[src/rtl/axi_rd_scheduler_pkg.sv]
// rtl/axi_rd_scheduler_pkg.sv - shared types and constants for the AXI read scheduler
package axi_rd_scheduler_pkg;

    typedef enum logic [1:0] {
        IDLE = 2'd0,
        ADDR = 2'd1,
        DATA = 2'd2
    } state_t;

    typedef enum logic [1:0] {
        OWN_I = 2'd0,
        OWN_D = 2'd1,
        OWN_U = 2'd2
    } owner_t;

    localparam logic [3:0] DEF_ID_I       = 4'd0;
    localparam logic [3:0] DEF_ID_D       = 4'd1;
    localparam logic [3:0] DEF_ID_U       = 4'd2;
    localparam logic [1:0] AXI_BURST_INCR = 2'b01;

    // Bit positions inside the one-hot grant vector
    localparam int GNT_I = 0;
    localparam int GNT_D = 1;
    localparam int GNT_U = 2;

    function automatic owner_t gnt_to_owner(input logic [2:0] gnt);
        if (gnt[GNT_D]) return OWN_D;
        if (gnt[GNT_U]) return OWN_U;
        return OWN_I;
    endfunction

endpackage

[src/rtl/axi_rd_scheduler_if.sv]
// rtl/axi_rd_scheduler_if.sv - requester-side and AXI-side read channel bundles
interface axi_rd_scheduler_if;
    logic [31:0] araddr;
    logic [7:0]  arlen;
    logic [2:0]  arsize;
    logic        arvalid;
    logic        arready;
    logic [31:0] rdata;
    logic        rlast;
    logic        rvalid;
    logic        rready;

    modport master (output araddr, arlen, arsize, arvalid, rready,
                    input  arready, rdata, rlast, rvalid);
    modport slave  (input  araddr, arlen, arsize, arvalid, rready,
                    output arready, rdata, rlast, rvalid);
endinterface

interface axi_rd_bus_if;
    logic [3:0]  arid;
    logic [31:0] araddr;
    logic [7:0]  arlen;
    logic [2:0]  arsize;
    logic [1:0]  arburst;
    logic        arvalid;
    logic        arready;
    logic [3:0]  rid;
    logic [31:0] rdata;
    logic        rlast;
    logic        rvalid;
    logic        rready;

    modport master (output arid, araddr, arlen, arsize, arburst, arvalid, rready,
                    input  arready, rid, rdata, rlast, rvalid);
    modport slave  (input  arid, araddr, arlen, arsize, arburst, arvalid, rready,
                    output arready, rid, rdata, rlast, rvalid);
endinterface

[src/rtl/axi_rd_scheduler_rd_prio_sel.sv]
// rtl/axi_rd_scheduler_rd_prio_sel.sv - fixed d > u > i priority with i starvation override
module rd_prio_sel
    import axi_rd_scheduler_pkg::*;
(
    input  logic       i_arvalid,
    input  logic       d_arvalid,
    input  logic       u_arvalid,
    input  logic       starve,
    output logic [2:0] gnt
);

    always_comb begin
        gnt = 3'b000;
        if (starve && i_arvalid) begin
            gnt[GNT_I] = 1'b1;
        end else if (d_arvalid) begin
            gnt[GNT_D] = 1'b1;
        end else if (u_arvalid) begin
            gnt[GNT_U] = 1'b1;
        end else if (i_arvalid) begin
            gnt[GNT_I] = 1'b1;
        end
    end

endmodule

[src/rtl/axi_rd_scheduler.sv]
// rtl/axi_rd_scheduler.sv - shares one AXI read channel among i, d and u requesters
module axi_rd_scheduler
    import axi_rd_scheduler_pkg::*;
#(
    parameter int         STARVE_LIMIT = 4,
    parameter logic [3:0] ID_I         = DEF_ID_I,
    parameter logic [3:0] ID_D         = DEF_ID_D,
    parameter logic [3:0] ID_U         = DEF_ID_U
) (
    input  logic              clk,
    input  logic              rst,
    axi_rd_scheduler_if.slave i_port,
    axi_rd_scheduler_if.slave d_port,
    axi_rd_scheduler_if.slave u_port,
    axi_rd_bus_if.master      axi,
    output logic              id_err
);

    localparam int               CNT_W   = $clog2(STARVE_LIMIT + 1);
    localparam logic [CNT_W-1:0] CNT_MAX = CNT_W'(STARVE_LIMIT);

    state_t           state, state_nxt;
    owner_t           owner, win;
    logic [CNT_W-1:0] starve_cnt;
    logic [2:0]       gnt;
    logic             starve, any_req, grant, ar_hs, r_hs, own_rready;
    logic [3:0]       arid_q, sel_id;
    logic [31:0]      araddr_q, sel_addr;
    logic [7:0]       arlen_q, sel_len;
    logic [2:0]       arsize_q, sel_size;

    assign any_req = i_port.arvalid | d_port.arvalid | u_port.arvalid;
    assign starve  = (starve_cnt >= CNT_MAX);
    assign grant   = (state == IDLE) && any_req;
    assign ar_hs   = (state == ADDR) && axi.arready;
    assign r_hs    = (state == DATA) && axi.rvalid && own_rready;

    rd_prio_sel u_prio_sel (
        .i_arvalid (i_port.arvalid),
        .d_arvalid (d_port.arvalid),
        .u_arvalid (u_port.arvalid),
        .starve    (starve),
        .gnt       (gnt)
    );

    assign win = gnt_to_owner(gnt);

    always_comb begin
        sel_addr = i_port.araddr;
        sel_len  = i_port.arlen;
        sel_size = i_port.arsize;
        sel_id   = ID_I;
        case (win)
            OWN_D: begin
                sel_addr = d_port.araddr;
                sel_len  = d_port.arlen;
                sel_size = d_port.arsize;
                sel_id   = ID_D;
            end
            OWN_U: begin
                sel_addr = u_port.araddr;
                sel_len  = u_port.arlen;
                sel_size = u_port.arsize;
                sel_id   = ID_U;
            end
            default: ;
        endcase
    end

    always_comb begin
        own_rready = 1'b0;
        case (owner)
            OWN_I:   own_rready = i_port.rready;
            OWN_D:   own_rready = d_port.rready;
            OWN_U:   own_rready = u_port.rready;
            default: own_rready = 1'b0;
        endcase
    end

    always_ff @(posedge clk or posedge rst) begin
        if (rst) begin
            state <= IDLE;
        end else begin
            state <= state_nxt;
        end
    end

    always_comb begin
        state_nxt = state;
        case (state)
            IDLE:    if (any_req) state_nxt = ADDR;
            ADDR:    if (ar_hs) state_nxt = DATA;
            DATA:    if (r_hs && axi.rlast) state_nxt = IDLE;
            default: state_nxt = IDLE;
        endcase
    end

    // Request fields are captured once at grant; requesters may change them afterwards
    always_ff @(posedge clk or posedge rst) begin
        if (rst) begin
            owner    <= OWN_I;
            arid_q   <= '0;
            araddr_q <= '0;
            arlen_q  <= '0;
            arsize_q <= '0;
        end else if (grant) begin
            owner    <= win;
            arid_q   <= sel_id;
            araddr_q <= sel_addr;
            arlen_q  <= sel_len;
            arsize_q <= sel_size;
        end
    end

    always_ff @(posedge clk or posedge rst) begin
        if (rst) begin
            starve_cnt <= '0;
        end else if (grant) begin
            if (gnt[GNT_I]) begin
                starve_cnt <= '0;
            end else if (i_port.arvalid && (starve_cnt != CNT_MAX)) begin
                starve_cnt <= starve_cnt + 1'b1;
            end
        end
    end

    always_ff @(posedge clk or posedge rst) begin
        if (rst) begin
            id_err <= 1'b0;
        end else if (r_hs && (axi.rid != arid_q)) begin
            id_err <= 1'b1;
        end
    end

    assign axi.arid    = arid_q;
    assign axi.araddr  = araddr_q;
    assign axi.arlen   = arlen_q;
    assign axi.arsize  = arsize_q;
    assign axi.arburst = AXI_BURST_INCR;
    assign axi.arvalid = (state == ADDR);
    assign axi.rready  = (state == DATA) && own_rready;

    assign i_port.arready = (state == ADDR) && (owner == OWN_I) && axi.arready;
    assign d_port.arready = (state == ADDR) && (owner == OWN_D) && axi.arready;
    assign u_port.arready = (state == ADDR) && (owner == OWN_U) && axi.arready;

    assign i_port.rvalid = (state == DATA) && (owner == OWN_I) && axi.rvalid;
    assign d_port.rvalid = (state == DATA) && (owner == OWN_D) && axi.rvalid;
    assign u_port.rvalid = (state == DATA) && (owner == OWN_U) && axi.rvalid;

    assign i_port.rlast = (state == DATA) && (owner == OWN_I) && axi.rlast;
    assign d_port.rlast = (state == DATA) && (owner == OWN_D) && axi.rlast;
    assign u_port.rlast = (state == DATA) && (owner == OWN_U) && axi.rlast;

    assign i_port.rdata = axi.rdata;
    assign d_port.rdata = axi.rdata;
    assign u_port.rdata = axi.rdata;

endmodule

[src/flat_wrapper.sv]
// flat-port wrapper written by rule: the top's interface ports become plain ports
module axi_rd_scheduler_flat import axi_rd_scheduler_pkg::*;
#(
    parameter int         STARVE_LIMIT = 4,
    parameter logic [3:0] ID_I         = DEF_ID_I,
    parameter logic [3:0] ID_D         = DEF_ID_D,
    parameter logic [3:0] ID_U         = DEF_ID_U
)
  (clk, rst, id_err, i_port_araddr, i_port_arlen, i_port_arsize, i_port_arvalid, i_port_rready, i_port_arready, i_port_rdata, i_port_rlast, i_port_rvalid, d_port_araddr, d_port_arlen, d_port_arsize, d_port_arvalid, d_port_rready, d_port_arready, d_port_rdata, d_port_rlast, d_port_rvalid, u_port_araddr, u_port_arlen, u_port_arsize, u_port_arvalid, u_port_rready, u_port_arready, u_port_rdata, u_port_rlast, u_port_rvalid, axi_arid, axi_araddr, axi_arlen, axi_arsize, axi_arburst, axi_arvalid, axi_rready, axi_arready, axi_rid, axi_rdata, axi_rlast, axi_rvalid);
  axi_rd_scheduler_if i_port_i ();
  axi_rd_scheduler_if d_port_i ();
  axi_rd_scheduler_if u_port_i ();
  axi_rd_bus_if axi_i ();
  input  logic clk;
  input  logic rst;
  output logic id_err;
  input wire logic [$bits(i_port_i.araddr)-1:0] i_port_araddr;
  input wire logic [$bits(i_port_i.arlen)-1:0] i_port_arlen;
  input wire logic [$bits(i_port_i.arsize)-1:0] i_port_arsize;
  input wire logic [$bits(i_port_i.arvalid)-1:0] i_port_arvalid;
  input wire logic [$bits(i_port_i.rready)-1:0] i_port_rready;
  output wire logic [$bits(i_port_i.arready)-1:0] i_port_arready;
  output wire logic [$bits(i_port_i.rdata)-1:0] i_port_rdata;
  output wire logic [$bits(i_port_i.rlast)-1:0] i_port_rlast;
  output wire logic [$bits(i_port_i.rvalid)-1:0] i_port_rvalid;
  input wire logic [$bits(d_port_i.araddr)-1:0] d_port_araddr;
  input wire logic [$bits(d_port_i.arlen)-1:0] d_port_arlen;
  input wire logic [$bits(d_port_i.arsize)-1:0] d_port_arsize;
  input wire logic [$bits(d_port_i.arvalid)-1:0] d_port_arvalid;
  input wire logic [$bits(d_port_i.rready)-1:0] d_port_rready;
  output wire logic [$bits(d_port_i.arready)-1:0] d_port_arready;
  output wire logic [$bits(d_port_i.rdata)-1:0] d_port_rdata;
  output wire logic [$bits(d_port_i.rlast)-1:0] d_port_rlast;
  output wire logic [$bits(d_port_i.rvalid)-1:0] d_port_rvalid;
  input wire logic [$bits(u_port_i.araddr)-1:0] u_port_araddr;
  input wire logic [$bits(u_port_i.arlen)-1:0] u_port_arlen;
  input wire logic [$bits(u_port_i.arsize)-1:0] u_port_arsize;
  input wire logic [$bits(u_port_i.arvalid)-1:0] u_port_arvalid;
  input wire logic [$bits(u_port_i.rready)-1:0] u_port_rready;
  output wire logic [$bits(u_port_i.arready)-1:0] u_port_arready;
  output wire logic [$bits(u_port_i.rdata)-1:0] u_port_rdata;
  output wire logic [$bits(u_port_i.rlast)-1:0] u_port_rlast;
  output wire logic [$bits(u_port_i.rvalid)-1:0] u_port_rvalid;
  output wire logic [$bits(axi_i.arid)-1:0] axi_arid;
  output wire logic [$bits(axi_i.araddr)-1:0] axi_araddr;
  output wire logic [$bits(axi_i.arlen)-1:0] axi_arlen;
  output wire logic [$bits(axi_i.arsize)-1:0] axi_arsize;
  output wire logic [$bits(axi_i.arburst)-1:0] axi_arburst;
  output wire logic [$bits(axi_i.arvalid)-1:0] axi_arvalid;
  output wire logic [$bits(axi_i.rready)-1:0] axi_rready;
  input wire logic [$bits(axi_i.arready)-1:0] axi_arready;
  input wire logic [$bits(axi_i.rid)-1:0] axi_rid;
  input wire logic [$bits(axi_i.rdata)-1:0] axi_rdata;
  input wire logic [$bits(axi_i.rlast)-1:0] axi_rlast;
  input wire logic [$bits(axi_i.rvalid)-1:0] axi_rvalid;
  assign i_port_i.araddr = i_port_araddr;
  assign i_port_i.arlen = i_port_arlen;
  assign i_port_i.arsize = i_port_arsize;
  assign i_port_i.arvalid = i_port_arvalid;
  assign i_port_i.rready = i_port_rready;
  assign i_port_arready = i_port_i.arready;
  assign i_port_rdata = i_port_i.rdata;
  assign i_port_rlast = i_port_i.rlast;
  assign i_port_rvalid = i_port_i.rvalid;
  assign d_port_i.araddr = d_port_araddr;
  assign d_port_i.arlen = d_port_arlen;
  assign d_port_i.arsize = d_port_arsize;
  assign d_port_i.arvalid = d_port_arvalid;
  assign d_port_i.rready = d_port_rready;
  assign d_port_arready = d_port_i.arready;
  assign d_port_rdata = d_port_i.rdata;
  assign d_port_rlast = d_port_i.rlast;
  assign d_port_rvalid = d_port_i.rvalid;
  assign u_port_i.araddr = u_port_araddr;
  assign u_port_i.arlen = u_port_arlen;
  assign u_port_i.arsize = u_port_arsize;
  assign u_port_i.arvalid = u_port_arvalid;
  assign u_port_i.rready = u_port_rready;
  assign u_port_arready = u_port_i.arready;
  assign u_port_rdata = u_port_i.rdata;
  assign u_port_rlast = u_port_i.rlast;
  assign u_port_rvalid = u_port_i.rvalid;
  assign axi_arid = axi_i.arid;
  assign axi_araddr = axi_i.araddr;
  assign axi_arlen = axi_i.arlen;
  assign axi_arsize = axi_i.arsize;
  assign axi_arburst = axi_i.arburst;
  assign axi_arvalid = axi_i.arvalid;
  assign axi_rready = axi_i.rready;
  assign axi_i.arready = axi_arready;
  assign axi_i.rid = axi_rid;
  assign axi_i.rdata = axi_rdata;
  assign axi_i.rlast = axi_rlast;
  assign axi_i.rvalid = axi_rvalid;
  axi_rd_scheduler #(.STARVE_LIMIT(STARVE_LIMIT), .ID_I(ID_I), .ID_D(ID_D), .ID_U(ID_U)) u_core (.clk(clk), .rst(rst), .i_port(i_port_i), .d_port(d_port_i), .u_port(u_port_i), .axi(axi_i), .id_err(id_err));
endmodule
[config.mk]
export PLATFORM = sky130hd
export DESIGN_NAME = axi_rd_scheduler_flat
export DESIGN_NICKNAME = d
export VERILOG_FILES = /design/src/rtl/axi_rd_scheduler_pkg.sv /design/src/rtl/axi_rd_scheduler_if.sv /design/src/rtl/axi_rd_scheduler_rd_prio_sel.sv /design/src/rtl/axi_rd_scheduler.sv /design/src/flat_wrapper.sv
export SDC_FILE = /design/constraint.sdc
export NUM_CORES = 1
export LEC_CHECK = 0
export CAP_MARGIN = 20
export CORE_AREA = 2 2 128 130
export DETAILED_ROUTE_END_ITERATION = 16
export DIE_AREA = 0 0 130 132
export GPL_TIMING_DRIVEN = 0
export SYNTH_ARGS = -nofsm -noshare
export SYNTH_HDL_FRONTEND = slang
export SYNTH_SLANG_ARGS = --single-unit
[constraint.sdc]
create_clock -name clk -period 4.47 [get_ports clk]
set_input_delay 0.447 -clock clk [delete_from_list [all_inputs] [get_ports clk]]
set_output_delay 0.447 -clock clk [all_outputs]
set_load 0.02 [all_outputs]
==> results of run 1 <==
[synthesized netlist by cell type]
library cell  number  area, um2
nor3_1             3       15.0
nor4_1             2       12.5
o31ai_2            1       12.5
buf_4            101        758
nor2_1             8       30.0
ha_1               2       25.0
and3_1             1       6.26
conb_1             2       7.51
nor2_4             1       11.3
nor2b_1            2       12.5
o21ai_0            2       10.0
o21a_1             2       15.0
a221o_1           43        430
nor3b_1            2       15.0
nand3b_1           1       7.51
buf_2              6       30.0
mux2_2             1       11.3
dfrtp_1           52       1300
nor4b_1            1       8.76
nor2_2             1       6.26
xnor2_1            2       17.5
nand2b_1           2       12.5
mux2i_1            1       10.0
clkbuf_1           6       22.5
buf_6             10        113
nand2_1            8       30.0
a31oi_1            1       6.26
a22o_1            45        394
inv_1              4       15.0
a21o_1             3       22.5
and4b_1            1       10.0
[final cells by class]
class                      instances  area share (%)
multi-input combinational        140            16.8
timing repair buffer             297            43.8
clock inverter                     2           0.569
sequential                        52            19.1
tap                              216            3.96
clock buffer                       6            2.04
buffer                           123            13.5
inverter                           4           0.220
[path summary, 6_finish.rpt]
kind                                    endpoint  slack [ns]            startpoint
max in group asynchronous  u_core.axi.araddr[16]        3.33                   rst
hold / removal              u_core.starve_cnt[1]        0.54  u_core.starve_cnt[1]
setup / recovery                      axi_rready        1.94       u_core.owner[1]
hold reg to reg             u_core.starve_cnt[1]        0.54  u_core.starve_cnt[1]
setup reg to reg           u_core.axi.araddr[10]        2.65       u_core.state[1]
min in group asynchronous  u_core.axi.araddr[29]        0.56                   rst
[power groups by stage]
stage / Clock, mW / Sequential (mW) / Combinational, mW
finish: 0.470 / 0.839 / 2.03
global route: 0.501 / 0.867 / 2.18
CTS: 0.487 / 0.840 / 2.06
detailed placement: 0 / 0.848 / 2.05
global placement: 0 / 0.838 / 2.02
floorplan: 0 / 1.06 / 0.936
[sequential cells by signal (all words and copies together) (netlist names)]
| name | flops |
|---|---|
| u_core.owner | 2 |
| u_core.axi.araddr | 32 |
| u_core.axi.arsize | 3 |
| u_core.state | 2 |
| u_core.starve_cnt | 3 |
| u_core.axi.arid | 1 |
| u_core.axi.arlen | 8 |
| u_core.id_err | 1 |
[layer usage]
layer  vias to the layer above  GRT usage [%]  wire, um  part of all wire [%]
met5                         -              0         0                     0
met4                         0           6.27       448                   3.2
met2                       217           28.5      7150                    51
li1                       1690              -         -                     -
met3                        30           3.13      1070                   7.6
met1                      1748           16.6      5290                    38
[through the flow]
stage	hold WS [ns]	std cells	util, %	area, um2	setup slack (ns)
after floorplan	0.497	319	-	3390	2.60
after global placement	0.520	831	42.1	6620	1.56
after detailed placement	0.522	832	42.3	6640	2.05
after CTS	0.551	840	43.4	6820	1.92
after global routing	0.562	840	43.4	6820	1.83
final	0.544	840	43.4	6820	1.94
[logic make-up (layout without fill, tap and decap cells)]
logic type / count (synthesis) / count (layout) / share of synthesized area [%]
and+or+nand+nor: 33 / 33 / 5.26
buffers and inverters: 127 / 432 / 27.8
adders and majority gates: 2 / 2 / 0.740
AOI/OAI and AO/OA: 97 / 97 / 26.4
other: 2 / 4 / 0.222
xor gates and xnor gates: 2 / 2 / 0.518
DFF: 52 / 52 / 38.5
muxes: 2 / 2 / 0.629
==> impl_metrics.yaml, run 1 <==
setup_path:
  crit_cells: 5
  critPathLaunchType: "flip-flop"
  required_ns: 4.02
  critPathSlowestCell: "clkdlybuf4s50_1"
  reg2reg_depth: 5
  path_class: "flip-flop to primary output"
  crit_fanout: 10
  max_stage_delay_ns: 0.64
  cp-end-kind: "primary output"
  arrival_ns: 2.08
  critPathBufInv: 2
  path_delay_family: "buffers and inverters"
  crit_path_cell_trace: "clkbuf_1 -> nand3b_1 -> o21a_1 -> nor2b_1 -> clkdlybuf4s50_1"
run:
  drv_cap: 0
sta:
  tns_ns: 0
  max-slew-margin-rel_pct: 56.9
  fin_crit_sh_pct: 56.5
  max_slew.worst_pin.slew_ns: 0.646
  fin_crit_ns: 2.53
  clock_skew_ns: 0.00513
  finalMaxSlewViolations: 0
  fmax_mhz: 396
  setup_violations: 0
  rsz0062_at_grt: "no"
  final_hold_viol_count: 0
placed_design:
  hpwl_mm: 11.3
  gp_congestion: 0.802
  port_buffers: 296
pwr:
  leakage_nw: 2.94
  p_sw_mw: 1.26
  intPower_mw: 2.08
  clockPowerShare_pct: 14.1
  swShare_pct: 37.8
  p_per_area_mw_per_mm2: 490
  power_frac_comb_pct: 60.8
  finalPower_mw: 3.34
  ir_drop_mv: 0.202
  pwr-share-seq_pct: 25.1
route:
  drt-vias-per-instance: 4.39
  first_pass_iters: 4
  drt_iter0_markers: 111
  ant_nets: 0
  wl_mm: 14.0
  wl_per_cell_um: 16.6
  drc: 0
  via_count: 3685
floorplan:
  die_area_mm2: 0.0172
  core_mm2: 0.0157
  die_y_um: 132
  die_w_um: 130
  initial_core_util_pct: 21.5
  pin_count: 333
  rows: 46
worst_hold_path:
  whs_path_depth: 1
  min_path_type: "flip-flop to flip-flop"
clock_network:
  clkTransAtPathRegs_ns: 0.07
  ctsHoldBuffers: 0
  clkSinkCount: 52
  cts_root_buffer: "clkbuf_16"
  postCtsSetupBuffers: 0
  max-clock-path-buffers: 2
  cts_tree: "built"
  htreeDepth: 2
  clk_latency_ns: 0.29
  numCtsBuffers: 5
  cts_resized: 0
yosys:
  ys_ff_latch: 52
  syn-cell-area_mm2: 0.00338
  synth_warnings: 0
  synth_cell_types: 31
  postSynthCellCount: 317
  avgSynthCellArea_um2: 10.7
  seq_area_frac_synth_pct: 38.5
layout:
  multiInputGateArea_mm2: 0.00115
  regArea_mm2: 0.00130
  drive_gt1_share_pct: 21.0
  mostFrequentLayoutCell: "clkdlybuf4s50_1"
  layout.nets: 801
  antennaDiodeCount: 0
  fill_cells: 1503
  area_delta_synth_final_pct: 102
  mostFrequentLayoutCells: "296 x clkdlybuf4s50_1, 101 x buf_4, 52 x dfrtp_1"
global_routing:
  antenna_found_initial: 0
  grt_usage_pct: 15.3
  grt_pass1_vias: 3934
  grt_first_pass_wirelength_mm: 20.7
  grt_max_degree: 28
  gr-total-overflow: 0
status:
  status: "complete, no violations"
No activity file was read; power rests on OpenSTA's default activity.
==> inputs of run 2 (changes only) <==
--- a/config.mk
+++ b/config.mk
@@ -6,9 +6,9 @@
 export NUM_CORES = 1
 export LEC_CHECK = 0
 export CAP_MARGIN = 20
-export CORE_AREA = 2 2 128 130
+export CORE_AREA = 2 2 129 131
 export DETAILED_ROUTE_END_ITERATION = 16
-export DIE_AREA = 0 0 130 132
+export DIE_AREA = 0 0 131 133
 export GPL_TIMING_DRIVEN = 0
 export SYNTH_ARGS = -nofsm -noshare
 export SYNTH_HDL_FRONTEND = slang
==> constraint.sdc (replaced) <==
create_clock -name clk -period 2.25 [get_ports clk]
set_input_delay 0.225 -clock clk [delete_from_list [all_inputs] [get_ports clk]]
set_output_delay 0.225 -clock clk [all_outputs]
set_load 0.02 [all_outputs]
==> run 2 against run 1 <==
  * Sequential power increased by 100%
  * Critical path depth unchanged
  * Die area increased by 1.5%
  * Setup slack got worse by 1.8 ns
  * Global-route usage decreased by 0.97 points
  * Critical endpoint is now d_port_arready
  * Highest routed layer unchanged
==> impl_metrics.yaml, run 2 (synthesis gave the netlist of run 1 again) <==
global_routing:
  grt_usage_pct: 14.4
  gr-total-overflow: 0
  grt_pass1_vias: 3819
  grt_first_pass_wirelength_mm: 19.6
  grt_max_degree: 30
  antenna_found_initial: 0
setup_path:
  cp-end-kind: "primary output"
  required_ns: 2.03
  r2r_start: "u_core.state[1]"
  crit_path_cell_trace: "nand2b_1 -> inv_1 -> nand2_1 -> nor2_1 -> clkdlybuf4s50_1"
  cp-startpoint: "u_core.state[1]"
  crit_cells: 5
  path_class: "flip-flop to primary output"
  critPathBufInv: 2
  regToRegSetupSlack_ns: 0.42
  endpoint: "d_port_arready"
  crit_fanout: 6
  path_delay_family: "buffers and inverters"
  critPathSlowestCell: "clkdlybuf4s50_1"
  r2r_end: "u_core.axi.araddr[0]"
  max_stage_delay_ns: 0.64
  critPathLaunchType: "flip-flop"
  reg2reg_depth: 5
  arrival_ns: 1.89
layout:
  mostFrequentLayoutCells: "292 x clkdlybuf4s50_1, 101 x buf_4, 52 x dfrtp_1"
  mostFrequentLayoutCell: "clkdlybuf4s50_1"
  layout.nets: 799
  drive_gt1_share_pct: 21.1
  design_area_mm2: 0.00682
  largest_reg_flops: 32
  antennaDiodeCount: 0
  area_delta_synth_final_pct: 102
route:
  drc: 0
  ant_nets: 0
  drt-vias-per-instance: 4.26
  first_pass_iters: 4
  wl_mm: 13.5
  drt_iter0_markers: 102
  wl_per_cell_um: 16.0
  via_count: 3586
sta:
  setup_violations: 0
  finalMaxSlewViolations: 0
  fmax_mhz: 472
  whs_ns: 0.295
  clock_skew_ns: 0.00631
  max-slew-margin-rel_pct: 57.4
  fin_crit_sh_pct: 94.1
  fin_ws_ns: 0.133
  final_hold_viol_count: 0
  rsz0062_at_grt: "no"
  fin_crit_ns: 2.12
  max_slew.worst_pin.slew_ns: 0.639
clock_network:
  cts_tree: "built"
  cts_root_buffer: "clkbuf_16"
  max-clock-path-buffers: 2
  clkTransAtPathRegs_ns: 0.08
  numCtsBuffers: 5
  htreeDepth: 2
  postCtsSetupBuffers: 0
  clk_latency_ns: 0.29
  ctsHoldBuffers: 0
  clkSinkCount: 52
floorplan:
  initial_core_util_pct: 20.9
  die_y_um: 133
  rows: 47
  die_w_um: 131
  pin_count: 333
  die_area_mm2: 0.0174
  core_mm2: 0.0162
placed_design:
  place_area_mm2: 0.00665
  hpwl_mm: 10.9
  port_buffers: 296
  dp_slack_ns: 0.140
  gp_congestion: 0.812
pwr:
  p_per_area_mw_per_mm2: 965
  leakage_nw: 2.99
  swShare_pct: 37.5
  p_sw_mw: 2.47
  finalPower_mw: 6.58
  power_frac_comb_pct: 59.9
  clockPowerShare_pct: 14.1
  ir_drop_mv: 0.395
  pwr-share-seq_pct: 26.0
  intPower_mw: 4.11
status:
  status: "complete, no violations"
worst_hold_path:
  min_path_type: "input port to async pin"
run:
  drv_cap: 0
## run 2: how the worst min path moves through the flow
stage / from / to / slack, ns / depth (start not counted)
floorplan: axi_arready / u_core.state[0] / 0.33 / 1
global placement: u_core.starve_cnt[1] / u_core.starve_cnt[1] / 0.52 / 1
detailed placement: u_core.axi.arid[0] / u_core.axi.arid[0] / 0.53 / 1
CTS: rst / u_core.axi.araddr[26] / 0.32 / 2
global route: rst / u_core.axi.araddr[26] / 0.34 / 2
finish: rst / u_core.axi.araddr[26] / 0.30 / 2
## run 2: what timing repair did
action / 4_1_cts / 5_1_grt
endpoints found under the setup margin: 1 / 5
pin swaps: 0 / 0
gates cloned: 0 / 0
gates resized for setup: 1 / 3
## run 2: worst reg2reg max path, stage by stage (launching register included)
cell      delay, ns
dfrtp_1        0.45
nor2_1         0.12
and4b_1        0.19
buf_2          0.22
clkbuf_1       0.52
a221o_1        0.27
## run 2: layer usage
layer / vias up / part of all wire [%] / global-route usage, %
li1: 1684 / - / -
met1: 1691 / 38 / 15.3
met2: 192 / 53 / 27.5
met3: 19 / 7.3 / 3.07
met4: 0 / 2.2 / 4.43
met5: - / 0 / 0
## run 2: through the flow
stage / setup TNS, ns / cells / utilization [%]
2_1_floorplan: 0 / 319 / -
3_3_place_gp: -20.76 / 835 / 41.0
3_5_place_dp: 0 / 836 / 41.1
4_1_cts: 0 / 844 / 42.2
5_1_grt: 0 / 842 / 42.2
6_report: 0 / 842 / 42.2
## run 2: cell type report
| type | instances | area [um2] |
|---|---|---|
| fillers | 1538 | 9350 |
| repair buffers | 297 | 2990 |
| flip-flops and latches | 52 | 1300 |
| multi-input cells | 140 | 1150 |
| plain buffers | 121 | 916 |
| well taps | 220 | 275 |
| clock buffers | 6 | 139 |
| clock inverters | 2 | 38.8 |
| inverters | 4 | 15.0 |
## run 2: power by group through the flow
stage | clock (mW) | sequential (mW) | combinational, mW
3_5_place_dp | 0 | 1.67 | 4.04
6_report | 0.928 | 1.71 | 3.94
3_3_place_gp | 0 | 1.66 | 4.00
5_1_grt | 1.01 | 1.77 | 4.21
4_1_cts | 0.970 | 1.67 | 4.04
2_1_floorplan | 0 | 2.11 | 1.86
